**src/rtl/det_hit_monitor.sv**
```systemverilog
// det_hit_monitor: registers the Mealy/Moore hit lines, counts their rising edges in BCD and
// checks that each Mealy hit is followed by a Moore hit LAG cycles later. Macro HIT_STRETCH_EN stretches Hit_led.
module det_hit_monitor #(
    parameter int LAG         = 1,
    parameter int STRETCH_CYC = 8
) (
    input  logic       Clk,
    input  logic       Reset,
    input  logic       Clr,
    input  logic       Mealy_hit,
    input  logic       Moore_hit,
    output logic [7:0] Mealy_cnt,
    output logic [7:0] Moore_cnt,
    output logic       Mismatch,
    output logic       Ovf,
    output logic       Hit_led
);

    typedef enum logic {
        S_IDLE,
        S_WAIT
    } state_t;

    localparam logic [2:0] LAG_LAST = 3'(LAG - 1);
    localparam logic [2:0] LAG_END  = 3'(LAG);

    if (LAG < 1 || LAG > 7) begin : g_bad_lag
        $error("det_hit_monitor: LAG must be 1..7");
    end
    if (STRETCH_CYC < 1 || STRETCH_CYC > 255) begin : g_bad_stretch
        $error("det_hit_monitor: STRETCH_CYC must be 1..255");
    end

    logic   mealy_q1, mealy_q2;
    logic   moore_q1, moore_q2;
    logic   mealy_edge, moore_edge;
    logic   any_edge;
    state_t state_q, state_d;
    logic [2:0] lc_q, lc_d;
    logic   mismatch_set;
    logic [8:0] mealy_next, moore_next;

    // Mealy_hit is combinational upstream, so both lines pass through two flops before edge detection.
    always_ff @(posedge Clk or negedge Reset) begin
        if (!Reset) begin
            mealy_q1 <= 1'b0;
            mealy_q2 <= 1'b0;
            moore_q1 <= 1'b0;
            moore_q2 <= 1'b0;
        end else begin
            mealy_q1 <= Mealy_hit;
            mealy_q2 <= mealy_q1;
            moore_q1 <= Moore_hit;
            moore_q2 <= moore_q1;
        end
    end

    assign mealy_edge = mealy_q1 & ~mealy_q2;
    assign moore_edge = moore_q1 & ~moore_q2;
    assign any_edge   = mealy_edge | moore_edge;

    // Returns {wrap, tens, units}; a digit at or above 9 rolls over, so a non-BCD value can never persist.
    function automatic logic [8:0] bcd_step(input logic [7:0] value);
        logic [3:0] tens;
        logic [3:0] units;
        logic       wrap;
        tens  = value[7:4];
        units = value[3:0];
        wrap  = 1'b0;
        if (units >= 4'd9) begin
            units = 4'd0;
            if (tens >= 4'd9) begin
                tens = 4'd0;
                wrap = 1'b1;
            end else begin
                tens = tens + 4'd1;
            end
        end else begin
            units = units + 4'd1;
        end
        return {wrap, tens, units};
    endfunction

    assign mealy_next = bcd_step(Mealy_cnt);
    assign moore_next = bcd_step(Moore_cnt);

    always_ff @(posedge Clk or negedge Reset) begin
        if (!Reset) begin
            Mealy_cnt <= 8'h00;
            Moore_cnt <= 8'h00;
            Ovf       <= 1'b0;
        end else if (Clr) begin
            Mealy_cnt <= 8'h00;
            Moore_cnt <= 8'h00;
            Ovf       <= 1'b0;
        end else begin
            if (mealy_edge) begin
                Mealy_cnt <= mealy_next[7:0];
            end
            if (moore_edge) begin
                Moore_cnt <= moore_next[7:0];
            end
            if ((mealy_edge && mealy_next[8]) || (moore_edge && moore_next[8])) begin
                Ovf <= 1'b1;
            end
        end
    end

    // Only one pending Mealy hit is tracked; lc counts cycles spent waiting for its Moore partner.
    always_comb begin
        state_d      = state_q;
        lc_d         = lc_q;
        mismatch_set = 1'b0;
        case (state_q)
            S_IDLE: begin
                if (moore_edge) begin
                    mismatch_set = 1'b1;
                end
                if (mealy_edge) begin
                    state_d = S_WAIT;
                    lc_d    = 3'd0;
                end
            end
            S_WAIT: begin
                if (moore_edge) begin
                    if (lc_q != LAG_LAST) begin
                        mismatch_set = 1'b1;
                    end
                    state_d = mealy_edge ? S_WAIT : S_IDLE;
                    lc_d    = 3'd0;
                end else if (mealy_edge) begin
                    mismatch_set = 1'b1;
                    lc_d         = 3'd0;
                end else if ((lc_q + 3'd1) == LAG_END) begin
                    mismatch_set = 1'b1;
                    state_d      = S_IDLE;
                    lc_d         = 3'd0;
                end else begin
                    lc_d = lc_q + 3'd1;
                end
            end
            default: begin
                state_d = S_IDLE;
                lc_d    = 3'd0;
            end
        endcase
    end

    always_ff @(posedge Clk or negedge Reset) begin
        if (!Reset) begin
            state_q  <= S_IDLE;
            lc_q     <= 3'd0;
            Mismatch <= 1'b0;
        end else if (Clr) begin
            state_q  <= S_IDLE;
            lc_q     <= 3'd0;
            Mismatch <= 1'b0;
        end else begin
            state_q <= state_d;
            lc_q    <= lc_d;
            if (mismatch_set) begin
                Mismatch <= 1'b1;
            end
        end
    end

`ifdef HIT_STRETCH_EN
    localparam logic [7:0] STRETCH_LOAD = 8'(STRETCH_CYC);

    logic [7:0] stretch_q;

    // Every edge reloads the on-time, so back-to-back hits extend the LED rather than restarting a gap.
    always_ff @(posedge Clk or negedge Reset) begin
        if (!Reset) begin
            stretch_q <= 8'd0;
        end else if (Clr) begin
            stretch_q <= 8'd0;
        end else if (any_edge) begin
            stretch_q <= STRETCH_LOAD;
        end else if (stretch_q != 8'd0) begin
            stretch_q <= stretch_q - 8'd1;
        end
    end

    assign Hit_led = (stretch_q != 8'd0);
`else
    always_ff @(posedge Clk or negedge Reset) begin
        if (!Reset) begin
            Hit_led <= 1'b0;
        end else if (Clr) begin
            Hit_led <= 1'b0;
        end else begin
            Hit_led <= any_edge;
        end
    end
`endif

endmodule

```
**config.mk**
```make
export PLATFORM = sky130hd
export DESIGN_NAME = det_hit_monitor
export DESIGN_NICKNAME = d
export VERILOG_FILES = /design/src/rtl/det_hit_monitor.sv
export SDC_FILE = /design/constraint.sdc
export NUM_CORES = 1
export LEC_CHECK = 0
export BUFFER_PORTS_ARGS = -buffer_cell sky130_fd_sc_hd__buf_4
export CAP_MARGIN = 0
export CORE_MARGIN = 1.5
export CORE_UTILIZATION = 55
export DETAILED_ROUTE_END_ITERATION = 8
export HOLD_SLACK_MARGIN = 0.06
export PLACE_DENSITY = 0.78
export SETUP_SLACK_MARGIN = 0.15
export SLEW_MARGIN = 20
export SYNTH_ARGS = -nofsm -noshare
export SYNTH_HDL_FRONTEND = slang
export SYNTH_SLANG_ARGS = --single-unit
```
**constraint.sdc**
```tcl
create_clock -name Clk -period 2.24 [get_ports Clk]
set_clock_uncertainty 0.15 [all_clocks]
set_input_delay 0.448 -clock Clk [delete_from_list [all_inputs] [get_ports Clk]]
set_output_delay 0.448 -clock Clk [all_outputs]
set_load 0.1 [all_outputs]
```
==> Word level (Yosys, flattened, before mapping) <==
Index checks and enable logic that the tools add are counted.
W data, S select, Z words.
{ "totals": {"ff_bits": 27, "latchBits": 0, "mem_bits_rw": 0, "rom_bits": 0, "inputBits": 5, "out_inout_bits": 19, "elab_cells": 79, "n_memories": 0} }
{ "classes": {"n_addsub": 5, "mul": 0, "n_div": 0, "magnitude_cmp": 4, "n_eq_ne": 2, "n_shift": 0, "mux": 37, "bitwise_logic": 6, "n_reduce_logical": 12} }
{ "op_table": {"columns": ["cell", "n"], "rows": [
  ["$mux W8", 4],
  ["$mux W4", 6],
  ["$mux W1", 19],
  ["$add A4 B1 Y4 const B", 4],
  ["$ge A4 B4 Y1 const B", 4],
  ["$mux W3", 5],
  ["$reduce_bool A2 Y1", 6],
  ["$pmux W3 S2", 1],
  ["$pmux W1 S2", 2],
  ["$reduce_and A2 Y1", 2],
  ["$add A3 B1 Y3 const B", 1],
  ["$eq A3 B1 Y1 const B", 1],
  ["$ne A3 B3 Y1 const B", 1],
  ["$not A1 Y1", 3],
  ["$reduce_bool A3 Y1", 1],
  ["$and A1 B1 Y1", 2],
  ["$logic_and A1 B1 Y1", 2],
  ["$logic_or A1 B1 Y1", 1],
  ["$or A1 B1 Y1", 1]
]} }

==> Depth between registers and ports, before layout <==
Gate-level depths: netlist of run 1.
{ "depth": {"ltp_word": 8, "mapped_depth": 6, "mapped_depth_nobuf": 6} }

==> Worst setup path after synthesis of run 1 <==
Ideal clock, no wire load.
{ "synth_path": {"path_type": "register to register", "start": "register Moore_cnt[1]", "end": "register Moore_cnt[6]", "setup_time_ns": 0.136, "t_arrival_ns": 2.104, "required_time_ns": 1.954, "path_slack_ns": -0.150, "path_stages_with_launch": 7, "path_buffers": 0, "synth_period_minus_slack_ns": 2.390, "path_cell_list": "dfrtp_1 > inv_1 > ha_1 > or3b_1 > and3_1 > nand4b_1 > a21oi_1"} }
{ "synth_between": {"elab_chain_cells": 3} }
{ "synth_lines": {"columns": ["item", "line", "rtl"], "rows": [
  ["start, declared", "13", "output logic [7:0] Moore_cnt,"],
  ["start signal, assigned", "101", "Moore_cnt <= moore_next[7:0];"],
  ["$ge A4 B4 Y1", "70", "if (units >= 4'd9) begin"],
  ["$reduce_bool A2 Y1 (no line)", null, null],
  ["$reduce_and A2 Y1 (no line)", null, null]
]} }
No other way between the ends.
A chain may end at the register's enable or synchronous reset.

==> Worst setup path after layout of run 1 <==
{ "layout_path": {"start": "register Moore_cnt[0]", "end": "register Moore_cnt[3]"} }
{ "layout_between": {"elab_chain_cells": 4, "elab_cells_between_ends": 5, "classes_between": "add/sub: 1; order compare: 1; mux: 3"} }
{ "layout_lines": {"columns": ["item", "line", "rtl"], "rows": [
  ["$add A4 B1 Y4 / $ge A4 B4 Y1 (equally long branches)", "79, 70", null],
  ["$mux W4 *", "70", null],
  ["$mux W8 *", "100", "if (moore_edge) begin"],
  ["$mux W8 *", "92", "end else if (Clr) begin"]
]} }
Every way passes the cells marked *; elsewhere a longest branch is shown, timed or not. The select of a mux whose other input is x is not followed.

==> impl_metrics.yaml, run 1 <==
outcome:
  status: "finished, final reports clean"
power_and_ir_drop:
  p_clk_frac: 0.240
  power-per-cell-area_nw_per_um2: 502.0
  switching_share: 0.2999
  switching_power_mw: 0.2607
  vdd_drop_max_uv: 366.7
  power.share.sequential: 0.592
  comb_power_share: 0.168
  p_leak_nw: 0.7677
  intPower_mw: 0.6086
global_routing:
  grt.overflow.total: 0
  grt_pass1_wl_um: 4657
  first_global_vias: 1059
  antenna_found_initial: 0
  gr-usage-all-layers: 0.2162
  grt_max_degree: 28
cts:
  cts.path.max_buffers: 2
  cts_root_buffer: "clkbuf_4"
  worst_skew_pair.late_latency_ns: 0.32
  cts_htree_levels: 1
  cts_resized: 0
  cts_made_buffers: 3
  postCtsHoldBufs: 1
  post_cts_buffers: 0
  cts_tree: "built"
  clk_pin_slew_ns: 0.14
  numClockSinks: 27
floorplanning:
  die_x_um: 55.10
  die_h_um: 55.10
  initial_core_util: 0.5918
  io_pins: 24
  core_area_um2: 2522
  design.die.area_um2: 3035
  row_count: 18
sta:
  maxSlewHeadroom: 0.6512
  min_period_ns: 1.804
  setup_viol: 0
  worstMarginPinSlew_ns: 0.5222
  fmax_mhz: 554.4
  report.final.slew_viol_count: 0
  setup_tns_ns: 0
  hold_viol: 0
  rsz0062_at_grt: "false"
  finalCritPeriodShare: 0.8053
finish:
  antenna_cells: 0
  post-route-cell-area_um2: 1732
  drive_gt1_frac: 0.2171
  nFillCells: 196
  final_cell_mix: "23 x buf_4, 21 x a21oi_1, 20 x dfrtp_1"
  stdcell_count: 205
  final_net_count: 195
  final_common_cell: "buf_4"
  area_growth_pct: 16.01
flow_run:
  maxCapViolCount: 0
worst_setup_path:
  cp_slowest_cell: "dfrtp_2"
  worstSetupPathType: "reg -> reg"
  crit_path_end_kind: "flip-flop"
  path_buf_inv: 0
  rr_worst_depth: 5
  crit_chain: "ha_1, or3b_1, a21boi_0, o21ai_0, a21oi_1"
  crit_fanout: 7
  critPathTopFamily: "flip-flops"
  cp_slowest_stage_delay_ns: 0.48
  regToRegStartpoint: "Moore_cnt[0]"
  cp.arrival_ns: 1.91
  worstReg2RegEnd: "Moore_cnt[3]"
  r2r_slack_ns: 0.44
  cp.required_ns: 2.34
  startpoint_type: "flip-flop"
yosys:
  synth-seq-cells: 27
  synthCells: 152
  synth.cell_area_um2: 1493
  synth_top_flop_cell: "dfrtp_1"
  syn_area_per_cell_um2: 9.820
  synth-simple-area-share: 0.2230
  synth-xor-area-share: 0.005868
  synthMuxAreaShare: 0
  synth_compound_area_frac: 0.1517
  synth_cell_types: 37
  async_reset_ff_frac: 1.000
  synthAdderAreaFrac: 0.1174
  ys_warn_count: 0
  synth_nets: 171
  synth_edf_count: 0
  ys_seq_area_frac: 0.4526
  synth_top_family_by_area: "simple AND/OR/NAND/NOR gates"
placed_design:
  routabilityCongestion: 0.8260
  portBuffers: 23
  place_inst: 198
  place_area_um2: 1675
  dpl.hpwl_um: 2079
detailed_routing:
  drc: 0
  wl_um: 2847
  wl_per_cell_um: 13.89
  vias: 1169
  initialDrtViolationCount: 23
  routed_via_density: 5.702
  ant_nets: 0
  firstDrtPassIters: 6
min_path:
  min_path_type: "reg -> reg"
  holdPathEnd: "mealy_q2"
  holdPathStages: 0
  min_from: "mealy_q1"
-- through the flow --
step	power [mW]	hold WS, ns	setup slack, ns	util
CTS	0.8735	0.06985	0.4280	0.6786
floorplan	0.6280	0.002409	0.1607	-
finish	0.8693	0.2549	0.4361	0.6865
detailed placement	0.6672	0.2276	0.4561	0.6642
global placement	0.6621	0.2188	0.5089	0.6642
global route	0.9074	0.2755	0.3025	0.6865
-- power groups by stage --
stage | combinational (mW) | clock (mW) | sequential (mW)
floorplan | 0.0480 | 0 | 0.580
global placement | 0.140 | 0 | 0.522
detailed placement | 0.144 | 0 | 0.523
CTS | 0.145 | 0.214 | 0.514
global route | 0.159 | 0.232 | 0.517
finish | 0.146 | 0.209 | 0.514
-- area by class of cell --
cell class / instances / area, um2 / share of cell area
clock buffers: 4 / 26.28 / 0.01517
flip-flops and latches: 27 / 684.4 / 0.3952
repair buffers: 26 / 202.7 / 0.1171
inverters: 10 / 37.54 / 0.02168
multi-input cells: 108 / 743.2 / 0.4292
well taps: 30 / 37.54 / 0.02168
-- synthesized netlist by cell type, types with 2 or more instances --
master	count	area [um2]
nor3_1	3	15.01
inv_1	10	37.54
nand2b_1	4	25.02
buf_2	2	10.01
dfrtp_1	27	675.7
nand2_1	13	48.80
nand3_1	10	50.05
nor2b_1	2	12.51
nand4b_1	4	35.03
nor3b_1	3	22.52
a21oi_1	21	105.1
nor2_1	4	15.01
a211oi_1	2	15.01
ha_1	14	175.2
o21ai_0	7	35.03
clkbuf_1	4	15.01
or3_1	2	12.51
-- kinds of logic after synthesis --
family                   count (synthesis)
AO/OA/AOI/OAI                           38
adder cells (fa/ha/maj)                 14
buffers and inverters                   17
XOR/XNOR                                 1
flip-flops                              27
AND/OR/NAND/NOR                         55
-- registers in the layout, summed over array words and instances, names as in the netlist --
| name | flops |
|---|---|
| moore_q2 | 1 |
| Mealy_cnt | 8 |
| Hit_led | 1 |
| state_q | 1 |
| lc_q | 3 |
| moore_q1 | 1 |
| mealy_q2 | 1 |
| Ovf | 1 |
| mealy_q1 | 1 |
| Moore_cnt | 8 |
| Mismatch | 1 |
-- worst register-to-register path: stages (launching register included) --
cell      delay, ns
dfrtp_2        0.48
ha_1           0.21
or3b_1         0.46
a21boi_0       0.19
o21ai_0        0.09
a21oi_1        0.17
-- how the worst max path moves through the flow --
| stage | from | to | cells past startpoint |
|---|---|---|---|
| final | Moore_cnt[0] | Moore_cnt[3] | 5 |
| after global routing | Moore_cnt[1] | Moore_cnt[6] | 6 |
| after CTS | Moore_cnt[0] | Moore_cnt[0] | 5 |
| after detailed placement | Moore_cnt[0] | Moore_cnt[4] | 5 |
| after global placement | Moore_cnt[0] | Moore_cnt[6] | 5 |
| after floorplan | Moore_cnt[1] | Moore_cnt[6] | 6 |
-- routing by layer --
metal,vias to the layer above,GRT usage,wire length [um]
met5,-,0,0
met4,0,0.08130,22
met3,4,0.03226,87
met2,25,0.3591,1439
met1,561,0.2857,1298
li1,579,-,-
Note: power is estimated with default switching activity, not from simulation.
==> run 2, diff against run 1 <==
- clock period: 2.24 -> 1.85 ns (I/O delays scaled with it)
==> run 2 against run 1 <==
  * Utilization is 10 points higher
  * Largest cell class unchanged
  * Via count is 6.6% higher
  * Maximum frequency is 0.51% higher
  * Setup slack worse by 0.38 ns
  * Final area is 15% higher
  * Critical path type unchanged
  * Worst hold slack worse by 0.037 ns
  * Power is 29% higher
  * Global-route usage is 0.12 points lower
  * Highest routed layer unchanged
  * Combinational power is 58% higher
  * Sequential share of layout area is 4.1 points lower
==> impl_metrics.yaml, run 2 (synthesis results as in run 1) <==
cts:
  clk_pin_slew_ns: 0.15
  worst_skew_pair.late_latency_ns: 0.33
  cts_root_buffer: "clkbuf_4"
  numClockSinks: 27
  cts_htree_levels: 1
  cts_made_buffers: 3
  cts_tree: "built"
  cts.path.max_buffers: 2
floorplanning:
  initial_core_util: 0.5918
  die_x_um: 55.10
  row_count: 18
  io_pins: 24
  design.die.area_um2: 3035
  die_h_um: 55.10
  core_area_um2: 2522
sta:
  report.final.slew_viol_count: 0
  rsz0062_at_grt: "true"
  hold_viol: 0
  maxSlewHeadroom: 0.7320
  setup_tns_ns: 0
  worstMarginPinSlew_ns: 0.4002
  fmax_mhz: 557.2
  finalCritPeriodShare: 0.9701
  hold_slack_ns: 0.2177
  min_period_ns: 1.795
  setup_viol: 0
power_and_ir_drop:
  p_total_mw: 1.124
  power-per-cell-area_nw_per_um2: 565.2
  vdd_drop_max_uv: 565.3
  p_leak_nw: 0.8340
worst_setup_path:
  crit_cells: 6
  cp_slowest_cell: "dfrtp_4"
  worstSetupPathType: "reg -> reg"
  critPathTopFamily: "flip-flops"
  crit_path_end_kind: "flip-flop"
  startpoint_type: "flip-flop"
  crit_chain: "inv_4, ha_4, or3b_4, a211oi_2, a21oi_1, nor2_1"
  cp.arrival_ns: 1.91
  cp.required_ns: 1.97
  cp_slowest_stage_delay_ns: 0.54
  path_buf_inv: 1
  rr_worst_depth: 6
  crit_fanout: 4
global_routing:
  first_global_vias: 1102
  use_met2: 0.3968
  use_met3: 0.03226
  antenna_found_initial: 0
  grt.overflow.total: 0
  gr-usage-met1: 0.2625
  busiest_layer: "met2"
  gr-usage-all-layers: 0.2150
  grt_pass1_wl_um: 4685
  grt_max_degree: 28
detailed_routing:
  initialDrtViolationCount: 29
  wl_per_cell_um: 15.74
  wl_um: 3353
  vias: 1246
  drc: 0
  routed_via_density: 5.850
  firstDrtPassIters: 4
  ant_nets: 0
outcome:
  status: "finished, final reports clean"
placed_design:
  routabilityCongestion: 0.8277
  dpl.hpwl_um: 2181
  portBuffers: 23
min_path:
  holdPathStages: 2
  min_path_type: "in -> reg"
finish:
  final_util: 0.7887
  drive_gt1_frac: 0.4098
  antenna_cells: 0
  final_cell_mix: "24 x buf_4, 20 x a21oi_1, 15 x dfrtp_1"
  final_net_count: 203
  final_common_cell: "buf_4"
  area_growth_pct: 33.28
  top_regs: "Mealy_cnt x8, Moore_cnt x8, lc_q x3"
flow_run:
  maxCapViolCount: 0
==> run 2: cell count changes in the layout (fill, tap and decap cells not counted), sizes merged <==
cell / change
clkinv: +1
clkbuf: -1
buf: +8
==> run 2: layer usage <==
layer / up-vias / part of all wire / routed length, um
met1: 621 / 0.39 / 1317
met3: 2 / 0.037 / 125
met2: 28 / 0.56 / 1892
li1: 595 / - / -
met5: - / 0 / 0
met4: 0 / 0.0051 / 17
==> run 2: per-stage QoR <==
stage	cell area [um2]	std cells	setup slack, ns
3_5_place_dp	1769	199	0.08773
4_1_cts	1907	212	0.09530
5_1_grt	1989	213	0.02265
2_1_floorplan	1588	152	-0.02474
3_3_place_gp	1769	199	0.1424
6_report	1989	213	0.05532
==> run 2: cell type report <==
class / instances / area (um2)
clock inverters: 1 / 5.005
fillers: 161 / 533.0
flip-flops and latches: 27 / 705.7
well taps: 30 / 37.54
inverters: 10 / 47.55
repair buffers: 34 / 315.3
clock buffers: 3 / 22.52
multi-input cells: 108 / 855.8
==> run 2: path summary, 6_finish.rpt <==
kind / startpoint / end / slack [ns]
worst max-delay path: Mealy_cnt[0] / Mealy_cnt[0] / 0.06
worst min-delay path: Clr / Moore_cnt[2] / 0.22
worst max register to register: Mealy_cnt[0] / Mealy_cnt[0] / 0.06
worst min register to register: mealy_q1 / mealy_q2 / 0.25
max in group asynchronous: Reset / Moore_cnt[0] / 0.96
min in group asynchronous: Reset / Moore_cnt[4] / 0.31
==> run 2: what timing repair did <==
action	4_1_cts	5_1_grt
pin swaps	4	6
endpoints found under the hold margin	29	0
endpoints found under the setup margin	17	22
buffers inserted	6	1
hold buffers	3	0
gates resized for setup	7	22
==> run 2: power by group <==
part           switching (mW)  internal, mW  leakage (nW)  total, mW
sequential             0.0179         0.608         0.342      0.626
combinational           0.151        0.0797         0.474      0.230
clock                   0.187        0.0813        0.0177      0.268
==> run 3, diff against run 2 <==
- SKIP_CTS_REPAIR_TIMING: unset -> 1
- clock period: 1.85 -> 2.01 ns (I/O delays scaled with it)
==> run 3 against run 2 <==
  * Maximum frequency increased by 0.26%
  * Sequential power decreased by 8.0%
  * Wire length shrank 15%
  * Clock power decreased by 16%
  * Setup slack better by 0.16 ns
  * Die area did not move
  * Highest routed layer unchanged
  * Critical path type unchanged
==> impl_metrics.yaml, run 3 (synthesis results as in run 1) <==
floorplanning:
  core_area_um2: 2522
  io_pins: 24
  row_count: 18
  die_h_um: 55.10
  initial_core_util: 0.5918
  design.die.area_um2: 3035
  die_x_um: 55.10
min_path:
  holdPathEnd: "mealy_q2"
  min_from: "mealy_q1"
  min_path_type: "reg -> reg"
  holdPathStages: 0
finish:
  final_net_count: 196
  top_regs: "Mealy_cnt x8, Moore_cnt x8, lc_q x3"
  final_cell_mix: "24 x buf_4, 21 x a21oi_1, 17 x dfrtp_1"
  area_growth_pct: 20.20
  drive_gt1_frac: 0.3011
  seqCellArea_um2: 703.2
  antenna_cells: 0
  post-route-cell-area_um2: 1794
  final_common_cell: "buf_4"
  final_util: 0.7113
  stdcell_count: 206
  nFillCells: 193
  multi_input_area_um2: 778.2
worst_setup_path:
  cp_slowest_cell: "dfrtp_4"
  regToRegStartpoint: "Moore_cnt[1]"
  startpoint_type: "flip-flop"
  worstSetupPathType: "reg -> reg"
  cp.arrival_ns: 1.89
  rr_worst_depth: 6
  crit_fanout: 6
  r2r_slack_ns: 0.22
  path_buf_inv: 1
  worstReg2RegEnd: "Moore_cnt[0]"
  crit_path_end_kind: "flip-flop"
  crit_chain: "inv_2, ha_1, or3b_4, a211oi_1, a21oi_1, nor2_1"
  cp.required_ns: 2.11
  critPathTopFamily: "flip-flops"
  crit_cells: 6
  cp_slowest_stage_delay_ns: 0.53
placed_design:
  routabilityCongestion: 0.8199
  dpl.hpwl_um: 2141
  place_inst: 199
  portBuffers: 23
  dp_slack_ns: 0.2561
  place_area_um2: 1727
global_routing:
  grt_max_degree: 28
  gr-usage-all-layers: 0.2024
  grt_pass1_wl_um: 4429
  first_global_vias: 1021
  grt.overflow.total: 0
  antenna_found_initial: 0
cts:
  cts_root_buffer: "clkbuf_4"
  cts_made_buffers: 3
  clk_pin_slew_ns: 0.14
  worst_skew_pair.late_latency_ns: 0.31
  numClockSinks: 27
  cts.path.max_buffers: 2
  cts_htree_levels: 1
  cts_tree: "built"
power_and_ir_drop:
  p_total_mw: 0.9708
  power-per-cell-area_nw_per_um2: 541.1
  p_leak_nw: 0.7650
  vdd_drop_max_uv: 414.8
detailed_routing:
  ant_nets: 0
  firstDrtPassIters: 4
  drc: 0
  routed_via_density: 5.684
  wl_per_cell_um: 13.79
  initialDrtViolationCount: 14
  wl_um: 2841
  vias: 1171
sta:
  setup_tns_ns: 0
  worstMarginPinSlew_ns: 0.3906
  fin_ws_ns: 0.2200
  report.final.slew_viol_count: 0
  setup_viol: 0
  maxSlewHeadroom: 0.7384
  min_period_ns: 1.790
  hold_viol: 0
  hold_slack_ns: 0.2643
  fmax_mhz: 558.7
  finalCritPeriodShare: 0.8906
  rsz0062_at_grt: "true"
outcome:
  status: "finished, final reports clean"
flow_run:
  maxCapViolCount: 0
run 3: cell type report:
type / instances / area share
Multi-Input combinational cell: 108 / 0.4338
Sequential cell: 27 / 0.3919
Timing Repair Buffer: 27 / 0.1172
Inverter: 10 / 0.02092
Tap cell: 30 / 0.02092
Clock buffer: 3 / 0.01255
Clock inverter: 1 / 0.002789
run 3: how the worst max path moves through the flow:
stage | from | slack, ns | end
final | Moore_cnt[1] | 0.22 | Moore_cnt[0]
after CTS | Moore_cnt[1] | 0.22 | Moore_cnt[6]
after global routing | Moore_cnt[0] | 0.15 | Moore_cnt[0]
after detailed placement | Moore_cnt[1] | 0.26 | Moore_cnt[6]
after global placement | Moore_cnt[0] | 0.28 | Moore_cnt[3]
after floorplan | Mealy_cnt[1] | 0.14 | Mealy_cnt[6]
run 3: report_power, final:
part / internal [mW] / switching (mW)
clock: 0.0743 / 0.151
combinational: 0.0480 / 0.121
sequential: 0.559 / 0.0169
total: 0.682 / 0.289
run 3: layer usage:
layer  vias up  global-route usage  wire length [um]
met2        16              0.3353              1476
met1       572              0.2822              1287
li1        581                   -                 -
met4         0             0.05285                10
met3         2             0.02419                67
met5         -                   0                 0
